--- src/rtl/mem_stage.sv ---
// Memory-access stage of the RV32I pipeline: E->M register, req/ack data-memory
// handshake with byte lanes and load extraction, and the M->W writeback register.
module mem_stage #(
    parameter int D_WIDTH = 32
) (
    input  logic               clk,
    input  logic               rst_n,
    input  logic               valid_e_i,
    input  logic               reg_write_e_i,
    input  logic [1:0]         result_src_e_i,
    input  logic               mem_write_e_i,
    input  logic [2:0]         funct3_e_i,
    input  logic [D_WIDTH-1:0] alu_result_e_i,
    input  logic [D_WIDTH-1:0] write_data_e_i,
    input  logic [4:0]         rd_e_i,
    input  logic [D_WIDTH-1:0] pc_plus_4e_i,
    output logic               dmem_req_o,
    output logic               dmem_we_o,
    output logic [D_WIDTH-1:0] dmem_addr_o,
    output logic [3:0]         dmem_be_o,
    output logic [D_WIDTH-1:0] dmem_wdata_o,
    input  logic               dmem_ack_i,
    input  logic [D_WIDTH-1:0] dmem_rdata_i,
    output logic               stall_m_o,
    output logic               misalign_o,
    output logic               valid_w_o,
    output logic               reg_write_w_o,
    output logic [1:0]         result_src_w_o,
    output logic [4:0]         rd_w_o,
    output logic [D_WIDTH-1:0] alu_result_w_o,
    output logic [D_WIDTH-1:0] read_data_w_o,
    output logic [D_WIDTH-1:0] pc_plus_4w_o
);

    typedef enum logic {S_IDLE, S_WAIT} state_t;

    state_t             r_state;
    logic               r_valid_m;
    logic               r_reg_write_m;
    logic [1:0]         r_result_src_m;
    logic               r_mem_write_m;
    logic [2:0]         r_funct3_m;
    logic [D_WIDTH-1:0] r_alu_m;
    logic [D_WIDTH-1:0] r_wd_m;
    logic [4:0]         r_rd_m;
    logic [D_WIDTH-1:0] r_pc4_m;

    logic               w_is_load;
    logic               w_mem_op;
    logic               w_legal;
    logic               w_aligned;
    logic               w_ok;
    logic               w_req;
    logic               w_stall;
    logic               w_retire;
    logic               w_misalign;
    logic [1:0]         w_off;
    logic [7:0]         w_byte;
    logic [15:0]        w_half;
    logic [D_WIDTH-1:0] w_load_data;
    logic [3:0]         w_be;
    logic [D_WIDTH-1:0] w_wdata;

    // A store flag wins over result_src if both are set.
    assign w_is_load = (r_result_src_m == 2'b01) && !r_mem_write_m;
    assign w_mem_op  = r_valid_m && (r_mem_write_m || (r_result_src_m == 2'b01));
    assign w_off     = r_alu_m[1:0];

    always_comb begin
        w_legal = 1'b0;
        if (r_mem_write_m)
            w_legal = (r_funct3_m == 3'b000) || (r_funct3_m == 3'b001) || (r_funct3_m == 3'b010);
        else
            w_legal = (r_funct3_m == 3'b000) || (r_funct3_m == 3'b001) || (r_funct3_m == 3'b010)
                   || (r_funct3_m == 3'b100) || (r_funct3_m == 3'b101);
    end

    always_comb begin
        w_aligned = 1'b0;
        case (r_funct3_m[1:0])
            2'b00:   w_aligned = 1'b1;
            2'b01:   w_aligned = !w_off[0];
            2'b10:   w_aligned = (w_off == 2'b00);
            default: w_aligned = 1'b0;
        endcase
    end

    assign w_ok       = w_mem_op && w_legal && w_aligned;
    // M is frozen while waiting, so the request stays asserted from either state.
    assign w_req      = (r_state == S_WAIT) || w_ok;
    assign w_stall    = w_req && !dmem_ack_i;
    assign w_retire   = !w_stall;
    assign w_misalign = (r_state == S_IDLE) && w_mem_op && !w_ok;

    always_comb begin
        w_be    = 4'b0000;
        w_wdata = '0;
        if (r_mem_write_m) begin
            case (r_funct3_m[1:0])
                2'b00: begin
                    w_be    = 4'b0001 << w_off;
                    w_wdata = {4{r_wd_m[7:0]}};
                end
                2'b01: begin
                    w_be    = 4'b0011 << w_off;
                    w_wdata = {2{r_wd_m[15:0]}};
                end
                default: begin
                    w_be    = 4'b1111;
                    w_wdata = r_wd_m;
                end
            endcase
        end
    end

    assign w_byte = dmem_rdata_i[{w_off, 3'b000} +: 8];
    assign w_half = dmem_rdata_i[{w_off[1], 4'b0000} +: 16];

    always_comb begin
        w_load_data = '0;
        case (r_funct3_m)
            3'b000:  w_load_data = {{(D_WIDTH-8){w_byte[7]}}, w_byte};
            3'b001:  w_load_data = {{(D_WIDTH-16){w_half[15]}}, w_half};
            3'b010:  w_load_data = dmem_rdata_i;
            3'b100:  w_load_data = {{(D_WIDTH-8){1'b0}}, w_byte};
            3'b101:  w_load_data = {{(D_WIDTH-16){1'b0}}, w_half};
            default: w_load_data = '0;
        endcase
    end

    assign dmem_req_o   = w_req;
    assign dmem_we_o    = r_mem_write_m;
    assign dmem_addr_o  = {r_alu_m[D_WIDTH-1:2], 2'b00};
    assign dmem_be_o    = w_be;
    assign dmem_wdata_o = w_wdata;
    assign stall_m_o    = w_stall;
    assign misalign_o   = w_misalign;

    always_ff @(posedge clk or negedge rst_n) begin
        if (!rst_n) begin
            r_valid_m      <= 1'b0;
            r_reg_write_m  <= 1'b0;
            r_result_src_m <= 2'b00;
            r_mem_write_m  <= 1'b0;
            r_funct3_m     <= 3'b000;
            r_alu_m        <= '0;
            r_wd_m         <= '0;
            r_rd_m         <= 5'd0;
            r_pc4_m        <= '0;
        end else if (!w_stall) begin
            r_valid_m      <= valid_e_i;
            r_reg_write_m  <= reg_write_e_i;
            r_result_src_m <= result_src_e_i;
            r_mem_write_m  <= mem_write_e_i;
            r_funct3_m     <= funct3_e_i;
            r_alu_m        <= alu_result_e_i;
            r_wd_m         <= write_data_e_i;
            r_rd_m         <= rd_e_i;
            r_pc4_m        <= pc_plus_4e_i;
        end
    end

    always_ff @(posedge clk or negedge rst_n) begin
        if (!rst_n)
            r_state <= S_IDLE;
        else if (w_req && dmem_ack_i)
            r_state <= S_IDLE;
        else if (w_req)
            r_state <= S_WAIT;
    end

    // A non-retiring M slot hands W a bubble so no instruction is written back twice.
    always_ff @(posedge clk or negedge rst_n) begin
        if (!rst_n) begin
            valid_w_o      <= 1'b0;
            reg_write_w_o  <= 1'b0;
            result_src_w_o <= 2'b00;
            rd_w_o         <= 5'd0;
            alu_result_w_o <= '0;
            read_data_w_o  <= '0;
            pc_plus_4w_o   <= '0;
        end else if (w_retire) begin
            valid_w_o      <= r_valid_m;
            reg_write_w_o  <= r_valid_m && r_reg_write_m && !w_misalign;
            result_src_w_o <= r_result_src_m;
            rd_w_o         <= r_rd_m;
            alu_result_w_o <= r_alu_m;
            read_data_w_o  <= (w_req && w_is_load) ? w_load_data : '0;
            pc_plus_4w_o   <= r_pc4_m;
        end else begin
            valid_w_o      <= 1'b0;
            reg_write_w_o  <= 1'b0;
        end
    end

endmodule

--- config.mk ---
export PLATFORM = sky130hd
export DESIGN_NAME = mem_stage
export DESIGN_NICKNAME = d
export VERILOG_FILES = /design/src/rtl/mem_stage.sv
export SDC_FILE = /design/constraint.sdc
export NUM_CORES = 1
export LEC_CHECK = 0
export BUFFER_PORTS_ARGS = -buffer_cell sky130_fd_sc_hd__buf_4
export CORE_ASPECT_RATIO = 1.5
export CORE_MARGIN = 4
export CORE_UTILIZATION = 25
export DETAILED_ROUTE_END_ITERATION = 8
export SLEW_MARGIN = 20
export SYNTH_ARGS = -nofsm -noshare
export SYNTH_HDL_FRONTEND = slang
export SYNTH_SLANG_ARGS = --single-unit
--- constraint.sdc ---
create_clock -name clk -period 5.1 [get_ports clk]
set_input_delay 0.765 -clock clk [delete_from_list [all_inputs] [get_ports clk]]
set_output_delay 0.765 -clock clk [all_outputs]
set_load 0.05 [all_outputs]
Word level (Yosys, flattened, before mapping)

Index checks and enable logic that the tools add are counted.

Eq/ne operators: 7
Shifts and indexed selects: 4
Mux-type cells: 12
Bitwise logic cells: 1
Reduce and logical (&&, ||, !) cells: 26

Operators with widths:

| kind                                                 | count |
|---|---|
| one-hot mux 32 bit (5 select lines)                  | 1 |
| 2-to-1 mux 32 bit                                    | 2 |
| one-hot mux 32 bit (2 select lines)                  | 1 |
| variable part select 32 x 6 -> 16 bit                | 1 |
| variable part select 32 x 6 -> 8 bit                 | 1 |
| logical AND 1 bit                                    | 11 |
| one-hot mux 4 bit (2 select lines)                   | 1 |
| equality test 3 bit (second input constant)          | 2 |
| logical OR 1 bit                                     | 6 |
| logical NOT 1 bit                                    | 5 |
| 2-to-1 mux 1 bit                                     | 5 |
| equality test 2 x 1 -> 1 bit (second input constant) | 2 |
| logical NOT 2 bit                                    | 2 |
| 2-to-1 mux 4 bit                                     | 1 |
| left shift 1 x 2 -> 4 bit (first input constant)     | 1 |
| left shift 2 x 2 -> 4 bit (first input constant)     | 1 |
| equality test 3 x 1 -> 1 bit (second input constant) | 1 |
| equality test 3 x 2 -> 1 bit (second input constant) | 1 |
| logical NOT 3 bit                                    | 1 |
| one-hot mux 1 bit (3 select lines)                   | 1 |
| equality test 2 bit (second input constant)          | 1 |
| nonzero test 2 bit                                   | 1 |
| NOT 1 bit                                            | 1 |

Register bits: 215
Bits of input ports: 144
Output and inout port bits: 177

Logic depth before layout (Yosys ltp)

Gate-level depths: netlist of the first run.

Depth in word-level cells: 13
Gate-level depth with buffers: 8
Mapped depth without buffers: 4

Worst setup path after synthesis of the first run

No wires, ideal clock.

Path kind: reg-to-output
Start point: register r_mem_write_m, in the netlist dmem_we_o
End point: output port dmem_wdata_o[14]
Data arrival time: 2.321 ns
Data required time: 4.335 ns
Slack: 2.014 ns
Stages on the path, launching flop included: 4
Path through: dfrtp_1 > clkbuf_1 > clkbuf_1 > a21boi_0

Word-level cells in the longest chain between the ends: 1

Ends and longest elaborated chain:

| what                   | line | text |
|---|---|---|
| from (decl)            | 41   | `logic r_mem_write_m;` |
| from (signal assigned) | 154  | `r_mem_write_m <= mem_write_e_i;` |
| 2-to-1 mux 32 bit      | 98   | `if (r_mem_write_m) begin` |
| to (decl)              | 21   | `output logic [D_WIDTH-1:0] dmem_wdata_o,` |

Every way passes these cells.

Final worst setup path of the first run

Start point: register r_alu_m[1]
End point: output port stall_m_o

Word-level cells in the longest chain between the ends: 5

Ends and longest elaborated chain:

| what                               | line | text |
|---|---|---|
| from (decl)                        | 43   | `logic [D_WIDTH-1:0] r_alu_m;` |
| from (signal assigned)             | 156  | `r_alu_m <= alu_result_e_i;` |
| logical NOT 2 bit                  | 83   | `2'b10: w_aligned = (w_off == 2'b00);` |
| one-hot mux 1 bit (3 select lines) | 80   | `case (r_funct3_m[1:0])` |
| logical AND 1 bit                  | 88   | `assign w_ok = w_mem_op && w_legal && w_aligned;` |
| logical OR 1 bit                   | 90   | `assign w_req = (r_state == S_WAIT) \|\| w_ok;` |
| logical AND 1 bit                  | 91   | `assign w_stall = w_req && !dmem_ack_i;` |
| to (decl)                          | 24   | `output logic stall_m_o,` |

Every way passes these cells.

==> key figures, run 1 <==
Floorplanning
  • Die outline area: around 41000 um^2
  • Initial Util: about a quarter
  • Die Y: 245 um
  • Total number of placement rows: 86
  • Width of the die: ~170 um
  • Core Footprint: approximately 37000 um^2
  • I/O pin total: 321

Clocking
  • Buffer depth of the longest clock path: 3
  • Post-CTS setup buffer count: 0
  • H-Tree Depth: 1
  • Clock root cell: sky130_fd_sc_hd__clkbuf_16
  • CTS Sinks: approximately 220
  • TritonCTS clock tree: built
  • CTS clock-pin slew for the worst setup and hold paths: ~0.06 ns
  • Hold buffer count at cts: 0
  • Post-cts gate resize count: 0
  • Inserted Clock Buffers: 24
  • Source-to-sink clock delay at the later pin of the worst-skew pair: 0.52 ns

Global route
  • Antenna violations before repair: 0
  • Vias in the first global route: between 6000 and 7000
  • GRT overflow: 0
  • Overall track demand over capacity in global routing: 12.3%
  • Wire length of the first global-routing pass: 40200 um
  • Pin count of the biggest net entering global routing: 120

Routing
  • Post-route DRC violation count: 0
  • Ratio of routed vias to standard cells: 4.48
  • Vias: 6462
  • Routed Antenna Nets: 0
  • Detailed-route wire length: 25900 um
  • Drt wl/cell: about 18 um
  • First-pass iteration count of the detailed router: 5
  • Number of DRC markers in iteration 0: 366

STA
  • Final Worst Setup Slack: 1.70 ns
  • Worst Max-Slew Pin Slew: between 1 and 1.5 ns
  • Number of failing hold endpoints at the final stage: 0
  • Setup_tns: 0 ns
  • Post-Route Skew: ~0.0069 ns
  • Pins Over Slew Limit: 0
  • Max Clock Freq: ~0.29 GHz
  • Period utilisation layout: 66.6%
  • Relative max-transition margin: 22.8%
  • Final number of setup-violating endpoints: 0
  • Unrepaired setup endpoints after global routing: no
  • Final critical-path required period: 3.40 ns

Yosys
  • Register area share after synthesis: 57.6%
  • Library cells used by synthesis: 34
  • Dominant cells by area after synthesis: sky130_fd_sc_hd__dfrtp_1, sky130_fd_sc_hd__mux2_2, sky130_fd_sc_hd__buf_4
  • Post-Synthesis Cells: around 670
  • Synth top area share: between 50 and 60%
  • Syn avg cell area: 14.0 um^2
  • Summed instance area of the synthesized netlist: about 9300 um^2
  • Yosys synthesis warning count: 0
  • Largest area contributor in the synthesized netlist: sky130_fd_sc_hd__dfrtp_1
  • Synthesized flop and latch total: 215

Cells and area
  • Diodes inserted: 0
  • Final cell utilization of the core: 34.6%
  • Sequential standard cell area: between 5000 and 6000 um^2
  • Syn-to-layout area delta: 36.3%
  • Multi-input logic area: between 3000 and 4000 um^2
  • Final Instance Area: 12700 um^2
  • Number of inserted filler cells in the final layout: 3694
  • Total Nets Final: approximately 1100
  • Fraction of layout instances using a drive strength above 1: 58.1%

Setup path
  • Crit Path Category: reg -> out
  • Maximum fanout along the worst path: 21
  • Critical path capture point type: output pin
  • Type of origin of the critical path: flop
  • CP Data Arrival Time: approximately 2.6 ns
  • Worst path required time: 4.34 ns

Run
  • Max-capacitance violation count: 0

Pwr
  • Peak supply drop: about 0.28 mV
  • Static leakage: approximately 5.7 nW
  • Power density relative to cell area: 376 nW/um^2

Place
  • GPL Wtd Cong: 0.776
  • Cell area after placement: 12000 um^2
  • Worst slack after detailed placement: 2.11 ns
  • Hpwl dp: between 15000 and 20000 um
  • IO buf count: around 320

Run status
  • Status: finished, final reports clean

Worst hold path
  • Hold WC Path Type: in -> async
cell type report:
class | count | share of cell area [%]
Tap cell | 484 | 4.76
Clock inverter | 9 | 0.816
Timing Repair Buffer | 326 | 19.6
Sequential cell | 215 | 42.3
Multi-Input combinational cell | 375 | 27.3
Clock buffer | 34 | 5.26
routing by layer:
| layer | track usage (%) | wire [um] |
|---|---|---|
| met1 | 13.5 | 9760 |
| met2 | 22.1 | 13500 |
| met3 | 3.93 | 1910 |
| met4 | 4.42 | 787 |
| met5 | 0 | 0 |
state kept, by name, indices dropped and copies added, names as in the netlist, 2 cells and up:
name            flops
rd_w_o              5
result_src_w_o      2
r_result_src_m      2
r_pc4_m            32
r_funct3_m          3
r_wd_m             32
alu_result_w_o     32
pc_plus_4w_o       32
r_alu_m            32
r_rd_m              5
read_data_w_o      32
critical path, cell delays in order (launching register included):
cell and delay, ns:
sky130_fd_sc_hd__dfrtp_1 0.67, sky130_fd_sc_hd__nor4_1 0.43, sky130_fd_sc_hd__nor3_2 0.13, sky130_fd_sc_hd__nor3_4 0.56
sky130_fd_sc_hd__buf_4 0.31
report_power, final:
part	leakage (nW)	switching (mW)	internal, mW
registers	2.58	0.0919	1.85
clock network	0.373	0.707	1.02
logic	2.72	0.712	0.419
total	5.68	1.51	3.28
worst paths after layout:
path	from	to	slack (ns)	depth (start not counted)
worst min register to register	read_data_w_o[13]$_DFFE_PN0N_	read_data_w_o[13]$_DFFE_PN0N_	0.49	1
min in group clk	dmem_ack_i	r_state$_DFFE_PN0P_	0.46	2
max in group asynchronous	rst_n	r_alu_m[23]$_DFFE_PN0N_	3.67	2
worst max register to register	r_alu_m[1]$_DFFE_PN0N_	r_pc4_m[20]$_DFFE_PN0N_	2.11	5
worst min-delay path	rst_n	r_wd_m[16]$_DFFE_PN0N_	0.28	1
worst max-delay path	r_alu_m[1]$_DFFE_PN0N_	stall_m_o	1.70	4
per-stage QoR:
step | instances | power, mW | hold slack, ns
final | 1443 | 4.79 | 0.280
after global routing | 1443 | 5.01 | 0.334
after CTS | 1443 | 4.89 | 0.317
after detailed placement | 1400 | 3.12 | 0.476
after global placement | 1400 | 3.10 | 0.479
after floorplan | 670 | 2.72 | 0.469
placed cells by master (no fill, tap or decap), types with 2 or more instances in the layout:
master                       netlist  routed
sky130_fd_sc_hd__a21boi_0          8       8
sky130_fd_sc_hd__a21oi_1           2       2
sky130_fd_sc_hd__a221oi_1         10      10
sky130_fd_sc_hd__a222oi_1          7       7
sky130_fd_sc_hd__a22oi_1          16      16
sky130_fd_sc_hd__and2_1           17      17
sky130_fd_sc_hd__buf_12            0       3
sky130_fd_sc_hd__buf_4            45     322
sky130_fd_sc_hd__bufinv_16         0       2
sky130_fd_sc_hd__clkbuf_1         18       8
sky130_fd_sc_hd__clkbuf_16         0      25
sky130_fd_sc_hd__clkinv_2          0       4
sky130_fd_sc_hd__clkinvlp_4        0       2
sky130_fd_sc_hd__conb_1            1       2
sky130_fd_sc_hd__dfrtp_1         215     215
sky130_fd_sc_hd__mux2_2          188     188
sky130_fd_sc_hd__mux2i_1          19      19
sky130_fd_sc_hd__nand2_1          24      24
sky130_fd_sc_hd__nor2_1            6       6
sky130_fd_sc_hd__nor2b_1          13      13
sky130_fd_sc_hd__nor3_1            2       2
sky130_fd_sc_hd__nor3b_1           3       2
sky130_fd_sc_hd__o21a_1            4       4
sky130_fd_sc_hd__o21ai_0           9       9
sky130_fd_sc_hd__o2bb2ai_1        32      32
sky130_fd_sc_hd__or2_2             3       3
synth_stat cells:
| master | instances |
|---|---|
| sky130_fd_sc_hd__mux2_2 | 188 |
| sky130_fd_sc_hd__nand4b_1 | 1 |
| sky130_fd_sc_hd__conb_1 | 1 |
| sky130_fd_sc_hd__buf_6 | 1 |
| sky130_fd_sc_hd__nor3_2 | 1 |
| sky130_fd_sc_hd__a21oi_1 | 2 |
| sky130_fd_sc_hd__and2_1 | 17 |
| sky130_fd_sc_hd__mux4_2 | 1 |
| sky130_fd_sc_hd__clkbuf_1 | 18 |
| sky130_fd_sc_hd__or2_2 | 3 |
| sky130_fd_sc_hd__dfrtp_1 | 215 |
| sky130_fd_sc_hd__nand2_1 | 24 |
| sky130_fd_sc_hd__nor3_4 | 1 |
| sky130_fd_sc_hd__a21boi_0 | 8 |
| sky130_fd_sc_hd__buf_2 | 12 |
| sky130_fd_sc_hd__a22oi_1 | 16 |
| sky130_fd_sc_hd__o211a_1 | 1 |
| sky130_fd_sc_hd__o21bai_1 | 1 |
| sky130_fd_sc_hd__nor4bb_1 | 1 |
| sky130_fd_sc_hd__o21a_1 | 4 |
| sky130_fd_sc_hd__buf_1 | 4 |
| sky130_fd_sc_hd__a222oi_1 | 7 |
| sky130_fd_sc_hd__o22ai_1 | 1 |
| sky130_fd_sc_hd__nor2_1 | 6 |
| sky130_fd_sc_hd__or3_1 | 1 |
| sky130_fd_sc_hd__nor3b_1 | 3 |
| sky130_fd_sc_hd__buf_4 | 45 |
| sky130_fd_sc_hd__o21ai_0 | 9 |
| sky130_fd_sc_hd__o2bb2ai_1 | 32 |
| sky130_fd_sc_hd__a221oi_1 | 10 |
| sky130_fd_sc_hd__nor2b_1 | 13 |
| sky130_fd_sc_hd__mux2i_1 | 19 |
| sky130_fd_sc_hd__nor3_1 | 2 |
| sky130_fd_sc_hd__nor4_1 | 1 |
cell families after synthesis:
logic type	count (synthesis)	synth area share (%)
AND/OR/NAND/NOR	74	4.38
other	1	0.0401
AO/OA/AOI/OAI	91	7.78
multiplexers	208	24.9
buffers and inverters	80	5.26
flip-flops	215	57.6
Power figures use the tool's default switching activity.
==> run 2: changes to the inputs <==
==> constraint.sdc (replaced) <==
create_clock -name clk -period 3.32 [get_ports clk]
set_input_delay 0.498 -clock clk [delete_from_list [all_inputs] [get_ports clk]]
set_output_delay 0.498 -clock clk [all_outputs]
set_load 0.05 [all_outputs]
==> run 2 against run 1 <==
- die area did not move
- clock-buffer cell count down 1
- sequential power up 53%
- via count increased by 0.93%
- critical endpoint unchanged
- core utilization grew 0.49 points
- register-to-register slack got worse by 1.3 ns
- final cell count up 0.55%
- first-iteration DRC count rose by 4.1%
- critical path type unchanged
- setup slack lost 1.3 ns
==> key figures, run 2 (synthesized netlist as in run 1, its figures left out) <==
Run status
  • Status: finished, final reports clean (unchanged)

STA
  • Period utilisation layout: around 87%
  • Final critical-path required period: 2.87 ns
  • Post-Route Skew: 0.0173 ns (was 0.00691 ns)
  • Max Clock Freq: 0.348 GHz
  • Relative max-transition margin: 33.2% (was 22.8%)
  • Setup_tns: 0 ns (unchanged)
  • Final number of setup-violating endpoints: 0 (unchanged)
  • Unrepaired setup endpoints after global routing: no (unchanged)
  • Worst Max-Slew Pin Slew: 1.00 ns (was 1.15 ns)
  • Number of failing hold endpoints at the final stage: 0 (unchanged)
  • Final Worst Setup Slack: 0.447 ns (was 1.70 ns)
  • Pins Over Slew Limit: 0 (unchanged)
  • Worst hold margin: 0.0253 ns (was 0.280 ns)

Floorplanning
  • Die Y: 245 um (unchanged)
  • Initial Util: 25.4% (unchanged)
  • Die outline area: 40600 um^2 (unchanged)
  • Width of the die: 166 um (unchanged)
  • I/O pin total: 321 (unchanged)
  • Core Footprint: 36800 um^2 (unchanged)
  • Total number of placement rows: 86 (unchanged)

Pwr
  • Power density relative to cell area: 590 nW/um^2 (was 376 nW/um^2)
  • Static leakage: 5.78 nW (was 5.68 nW)
  • Peak supply drop: 0.468 mV (was 0.279 mV)
  • Total Power: 7.62 mW (was 4.79 mW)

Cells and area
  • Commonest cells after routing, fill and taps aside: sky130_fd_sc_hd__buf_4, sky130_fd_sc_hd__dfrtp_1, sky130_fd_sc_hd__mux2_2, sky130_fd_sc_hd__o2bb2ai_1, sky130_fd_sc_hd__nand2_1 (was sky130_fd_sc_hd__buf_4, sky130_fd_sc_hd__dfrtp_1, sky130_fd_sc_hd__mux2_2, sky130_fd_sc_hd__o2bb2ai_1, sky130_fd_sc_hd__clkbuf_16)
  • Syn-to-layout area delta: 38.2% (was 36.3%)
  • Total Nets Final: 1095 (was 1086)
  • Diodes inserted: 0 (unchanged)
  • Fraction of layout instances using a drive strength above 1: 58.9% (was 58.1%)
  • Most common library cell in the layout ignoring fill and taps: sky130_fd_sc_hd__buf_4 (unchanged)
  • Final std cells w/o fill: 1451 (was 1443)

Setup path
  • Category of cells accounting for the largest share of critical-path delay: buffers and inverters (was simple AND/OR/NAND/NOR gates)
  • Buffers & Inverters on Critical Path: 2 (was 1)
  • Endpoint of the most critical register-to-register path: alu_result_w_o[10]$_DFFE_PN0N_ (was r_pc4_m[20]$_DFFE_PN0N_)
  • R2R Setup Slk: 0.83 ns (was 2.11 ns)
  • Launching element of the worst setup path: r_alu_m[0]$_DFFE_PN0N_ (was r_alu_m[1]$_DFFE_PN0N_)
  • CP Data Arrival Time: 2.38 ns (was 2.63 ns)
  • Maximum fanout along the worst path: 33 (was 21)
  • Logic depth of the worst setup path including buffers: 5 (was 4)
  • Cell breakdown of the critical path: a221oi_1 > nor3_2 > nor3_4 > buf_12 > buf_4 (was nor4_1 > nor3_2 > nor3_4 > buf_4)
  • Depth of the worst register-to-register path: 6 (was 5)
  • Worst Setup EP: stall_m_o (unchanged)
  • Type of origin of the critical path: flop (unchanged)
  • R2R Path Start: r_alu_m[0]$_DFFE_PN0N_ (was r_alu_m[1]$_DFFE_PN0N_)
  • Worst path required time: 2.82 ns (was 4.34 ns)
  • Critical-path top delay cell: sky130_fd_sc_hd__dfrtp_1 (unchanged)
  • Critical path capture point type: output pin (unchanged)
  • Maximum single-stage delay on the critical path: 0.49 ns (was 0.67 ns)
  • Crit Path Category: reg -> out (unchanged)

Place
  • Hpwl dp: 19000 um (was 18600 um)
  • IO buf count: 318 (unchanged)
  • Worst slack after detailed placement: 0.821 ns (was 2.11 ns)
  • GPL Wtd Cong: 0.766 (was 0.776)
  • Cells after DPL: 1410 (was 1400)

Clocking
  • Clock root cell: sky130_fd_sc_hd__clkbuf_16 (unchanged)
  • CTS Sinks: 215 (unchanged)
  • Hold buffer count at cts: 0 (unchanged)
  • H-Tree Depth: 1 (unchanged)
  • Post-CTS setup buffer count: 0 (unchanged)
  • Inserted Clock Buffers: 23 (was 24)
  • Post-cts gate resize count: 0 (unchanged)
  • Source-to-sink clock delay at the later pin of the worst-skew pair: 0.53 ns (was 0.52 ns)
  • TritonCTS clock tree: built (unchanged)
  • Buffer depth of the longest clock path: 3 (unchanged)
  • CTS clock-pin slew for the worst setup and hold paths: 0.06 ns (about the same)

Routing
  • Post-route DRC violation count: 0 (unchanged)
  • Routed Antenna Nets: 0 (unchanged)
  • Detailed-route wire length: 26300 um (was 25900 um)
  • Vias: 6522 (was 6462)
  • Ratio of routed vias to standard cells: 4.49 (was 4.48)
  • Number of DRC markers in iteration 0: 381 (was 366)
  • Drt wl/cell: 18.1 um (was 18.0 um)
  • First-pass iteration count of the detailed router: 5 (unchanged)

Run
  • Max-capacitance violation count: 0 (unchanged)

Global route
  • GRT overflow: 0 (unchanged)
  • Overall track demand over capacity in global routing: 12.3% (about the same)
  • Wire length of the first global-routing pass: 40600 um (was 40200 um)
  • Vias in the first global route: 7018 (was 6890)
  • Antenna violations before repair: 0 (unchanged)
  • Pin count of the biggest net entering global routing: 93 (was 120)

Worst hold path
  • Hold WC Path Type: in -> async (unchanged)
run 2: changes by cell type in the layout (fill, tap and decap cells not counted), sizes merged:
| cell | change |
|---|---|
| buf | +10 |
| clkbuf | -1 |
| clkinv | -3 |
| bufinv | +3 |
| clkinvlp | -1 |
run 2: where the power goes:
| group | total [mW] | leakage [nW] | internal, mW | switching [mW] |
|---|---|---|---|---|
| Combinational | 1.76 | 2.78 | 0.658 | 1.11 |
| Sequential | 2.97 | 2.58 | 2.84 | 0.134 |
| Clock | 2.88 | 0.417 | 1.81 | 1.07 |
run 2: stage by stage:
stage,area (um^2),util [%]
floorplan,9350,-
global placement,12100,32.8
detailed placement,12100,32.8
CTS,12900,35.1
global route,12900,35.1
finish,12900,35.1
run 2: worst min path at each step:
stage / start / to / slack [ns] / cells past startpoint
3_5_place_dp: read_data_w_o[22]$_DFFE_PN0N_ / read_data_w_o[22]$_DFFE_PN0N_ / 0.48 / 1
2_1_floorplan: rst_n / alu_result_w_o[0]$_DFFE_PN0N_ / 0.20 / 0
3_3_place_gp: read_data_w_o[25]$_DFFE_PN0N_ / read_data_w_o[25]$_DFFE_PN0N_ / 0.47 / 1
5_1_grt: rst_n / r_wd_m[0]$_DFFE_PN0N_ / 0.06 / 1
4_1_cts: rst_n / r_wd_m[13]$_DFFE_PN0N_ / 0.02 / 1
6_report: rst_n / r_wd_m[0]$_DFFE_PN0N_ / 0.03 / 1
run 2: per-layer routing:
| metal | GRT usage, % | up-vias | share of wire [%] |
|---|---|---|---|
| li1 | - | 2948 | - |
| met1 | 13.9 | 3283 | 38 |
| met2 | 22.5 | 249 | 52 |
| met3 | 3.50 | 42 | 7.4 |
| met4 | 3.86 | 0 | 2.6 |
| met5 | 0 | - | 0 |
run 2: area by class of cell:
type | count | area [um^2]
sequential | 215 | 5380
timing repair buffer | 336 | 2590
clock inverter | 8 | 171
multi-input combinational | 375 | 3480
clock buffer | 33 | 683
fill | 3651 | 23900
tap | 484 | 606
run 2: worst register-to-register path, cell delays in order, from the launching register on:
cell and delay, ns:
sky130_fd_sc_hd__dfrtp_1 0.49, sky130_fd_sc_hd__a221oi_1 0.42, sky130_fd_sc_hd__nor3_2 0.15, sky130_fd_sc_hd__nor3_4 0.29, sky130_fd_sc_hd__buf_12 0.26, sky130_fd_sc_hd__buf_4 0.38, sky130_fd_sc_hd__mux2_2 0.40
==> run 3: changes to the inputs <==
--- a/config.mk
+++ b/config.mk
@@ -5,7 +5,7 @@
 export SDC_FILE = /design/constraint.sdc
 export NUM_CORES = 1
 export LEC_CHECK = 0
-export BUFFER_PORTS_ARGS = -buffer_cell sky130_fd_sc_hd__buf_4
+export BUFFER_PORTS_ARGS = -buffer_cell sky130_fd_sc_hd__buf_2
 export CORE_ASPECT_RATIO = 1.5
 export CORE_MARGIN = 4
 export CORE_UTILIZATION = 25
==> run 3 against run 2 <==
- final area decreased by 6.7%
- combinational power is 9.7% lower
- via count shrank 0.75%
- critical path type unchanged
- largest cell class unchanged
==> key figures, run 3 (synthesized netlist as in run 1, its figures left out) <==
Setup path
  • Category of cells accounting for the largest share of critical-path delay: buffers and inverters (unchanged)
  • Critical-path top delay cell: sky130_fd_sc_hd__dfrtp_1 (unchanged)
  • R2R Setup Slk: 0.88 ns (was 0.83 ns)
  • Buffers & Inverters on Critical Path: 3 (was 2)
  • Crit path top cell by count: sky130_fd_sc_hd__buf_4
  • Critical path capture point type: output pin (unchanged)
  • Maximum single-stage delay on the critical path: 0.49 ns (about the same)
  • Crit Path Category: reg -> out (unchanged)
  • Maximum fanout along the worst path: 10 (was 33)
  • CP Data Arrival Time: 2.42 ns (was 2.38 ns)
  • Type of origin of the critical path: flop (unchanged)
  • Cell breakdown of the critical path: buf_4 > nor2_1 > buf_4 > nand2_1 > a21boi_0 > buf_2 (was a221oi_1 > nor3_2 > nor3_4 > buf_12 > buf_4)
  • Worst path required time: 2.82 ns (about the same)

Floorplanning
  • Die Y: 245 um (unchanged)
  • Core Footprint: 36800 um^2 (unchanged)
  • I/O pin total: 321 (unchanged)
  • Width of the die: 166 um (unchanged)
  • Total number of placement rows: 86 (unchanged)
  • Die outline area: 40600 um^2 (unchanged)
  • Initial Util: 25.4% (unchanged)

Worst hold path
  • Hold WC Path Type: in -> reg (was in -> async)

Clocking
  • CTS Sinks: 215 (unchanged)
  • Clock root cell: sky130_fd_sc_hd__clkbuf_16 (unchanged)
  • Buffer depth of the longest clock path: 3 (unchanged)
  • Post-cts gate resize count: 0 (unchanged)
  • Inserted Clock Buffers: 22 (was 23)
  • H-Tree Depth: 1 (unchanged)
  • TritonCTS clock tree: built (unchanged)
  • CTS clock-pin slew for the worst setup and hold paths: 0.06 ns (about the same)
  • Source-to-sink clock delay at the later pin of the worst-skew pair: 0.52 ns (was 0.53 ns)

Global route
  • Met1 demand-to-capacity share in global routing: 13.3% (was 13.9%)
  • Antenna violations before repair: 2 (was 0)
  • GRT met3 Usage: 3.53% (was 3.50%)
  • Wire length of the first global-routing pass: 39200 um (was 40600 um)
  • Overall track demand over capacity in global routing: 11.9% (was 12.3%)
  • Vias in the first global route: 6807 (was 7018)
  • GRT overflow: 0 (unchanged)
  • Pin count of the biggest net entering global routing: 92 (was 93)
  • Global routing's busiest layer: met2 (unchanged)
  • Met2 Usage GRT: 21.8% (was 22.5%)

Cells and area
  • Syn-to-layout area delta: 28.9% (was 38.2%)
  • Total Nets Final: 1094 (was 1095)
  • Most common library cell in the layout ignoring fill and taps: sky130_fd_sc_hd__buf_2 (was sky130_fd_sc_hd__buf_4)
  • Commonest cells after routing, fill and taps aside: sky130_fd_sc_hd__buf_2, sky130_fd_sc_hd__dfrtp_1, sky130_fd_sc_hd__mux2_2, sky130_fd_sc_hd__o2bb2ai_1, sky130_fd_sc_hd__nand2_1 (was sky130_fd_sc_hd__buf_4, sky130_fd_sc_hd__dfrtp_1, sky130_fd_sc_hd__mux2_2, sky130_fd_sc_hd__o2bb2ai_1, sky130_fd_sc_hd__nand2_1)
  • Fraction of layout instances using a drive strength above 1: 58.8% (was 58.9%)
  • Final cell utilization of the core: 32.7% (was 35.1%)

Place
  • IO buf count: 318 (unchanged)
  • Hpwl dp: 18400 um (was 19000 um)
  • Worst slack after detailed placement: 0.862 ns (was 0.821 ns)
  • GPL Wtd Cong: 0.776 (was 0.766)

Pwr
  • Power density relative to cell area: 602 nW/um^2 (was 590 nW/um^2)
  • Total Power: 7.25 mW (was 7.62 mW)
  • Peak supply drop: 0.385 mV (was 0.468 mV)
  • Static leakage: 5.53 nW (was 5.78 nW)

STA
  • Post-Route Skew: 0.0144 ns (was 0.0173 ns)
  • Pins Over Slew Limit: 0 (unchanged)
  • Worst Max-Slew Pin Slew: 1.08 ns (was 1.00 ns)
  • Final critical-path required period: 2.92 ns (was 2.87 ns)
  • Period utilisation layout: 87.8% (was 86.5%)
  • Number of failing hold endpoints at the final stage: 0 (unchanged)
  • Setup_tns: 0 ns (unchanged)
  • Relative max-transition margin: 27.8% (was 33.2%)
  • Final number of setup-violating endpoints: 0 (unchanged)
  • Final Worst Setup Slack: 0.405 ns (was 0.447 ns)
  • Unrepaired setup endpoints after global routing: no (unchanged)
  • Max Clock Freq: 0.343 GHz (was 0.348 GHz)

Routing
  • Post-route DRC violation count: 0 (unchanged)
  • Ratio of routed vias to standard cells: 4.46 (was 4.49)
  • Routed Antenna Nets: 0 (unchanged)
  • Number of DRC markers in iteration 0: 439 (was 381)
  • Detailed-route wire length: 25100 um (was 26300 um)
  • First-pass iteration count of the detailed router: 7 (was 5)
  • Drt wl/cell: 17.3 um (was 18.1 um)
  • Vias: 6473 (was 6522)

Run
  • Max-capacitance violation count: 0 (unchanged)

Run status
  • Status: finished, final reports clean (unchanged)
run 3: cell type report:
type / instances / area [um^2]
diodes: 1 / 2.50
clock buffers: 30 / 642
clock inverters: 9 / 145
fillers: 3741 / 24800
multi-input cells: 375 / 3480
flip-flops and latches: 215 / 5380
well taps: 484 / 606
repair buffers: 336 / 1790
run 3: worst paths after layout:
kind,start,to,depth (start not counted)
min reg2reg,read_data_w_o[22]$_DFFE_PN0N_,read_data_w_o[22]$_DFFE_PN0N_,1
min,dmem_ack_i,r_state$_DFFE_PN0P_,2
max reg2reg,r_alu_m[0]$_DFFE_PN0N_,pc_plus_4w_o[28]$_DFFE_PN0N_,5
max in group asynchronous,rst_n,pc_plus_4w_o[3]$_DFFE_PN0N_,3
max,r_funct3_m[0]$_DFFE_PN0N_,dmem_wdata_o[12],6
min in group asynchronous,rst_n,r_wd_m[0]$_DFFE_PN0N_,2
run 3: repair_timing:
action	CTS	global route
setup buffers	0	0
endpoints found under the hold margin	6	0
hold buffers	1	0
run 3: per-layer routing:
| layer | share of wire [%] | wire length [um] |
|---|---|---|
| met2 | 53 | 13400 |
| met5 | 0.028 | 7 |
| met3 | 7.6 | 1900 |
| met1 | 37 | 9340 |
| met4 | 1.8 | 463 |
run 3: worst reg2reg max path: cells and delay by family, from the launching register on:
kind	cells	cell delay, ns
mux	1	0.52
buf+inv	1	0.38
compound gates	1	0.40
flops	1	0.50
simple gates	2	0.53
run 3: power breakdown:
| group | switching, mW | internal, mW | total [mW] | leakage (nW) |
|---|---|---|---|---|
| combinational | 1.09 | 0.500 | 1.59 | 2.55 |
| clock | 1.03 | 1.66 | 2.69 | 0.392 |
| sequential | 0.130 | 2.84 | 2.96 | 2.58 |
run 3: through the flow:
step                hold WS (ns)  cells  instance area [um^2]
floorplan                  0.202    670                  9350
global placement           0.466   1409                 11200
detailed placement         0.469   1409                 11200
CTS                        0.171   1449                 12000
global route               0.180   1450                 12000
finish                     0.208   1450                 12000
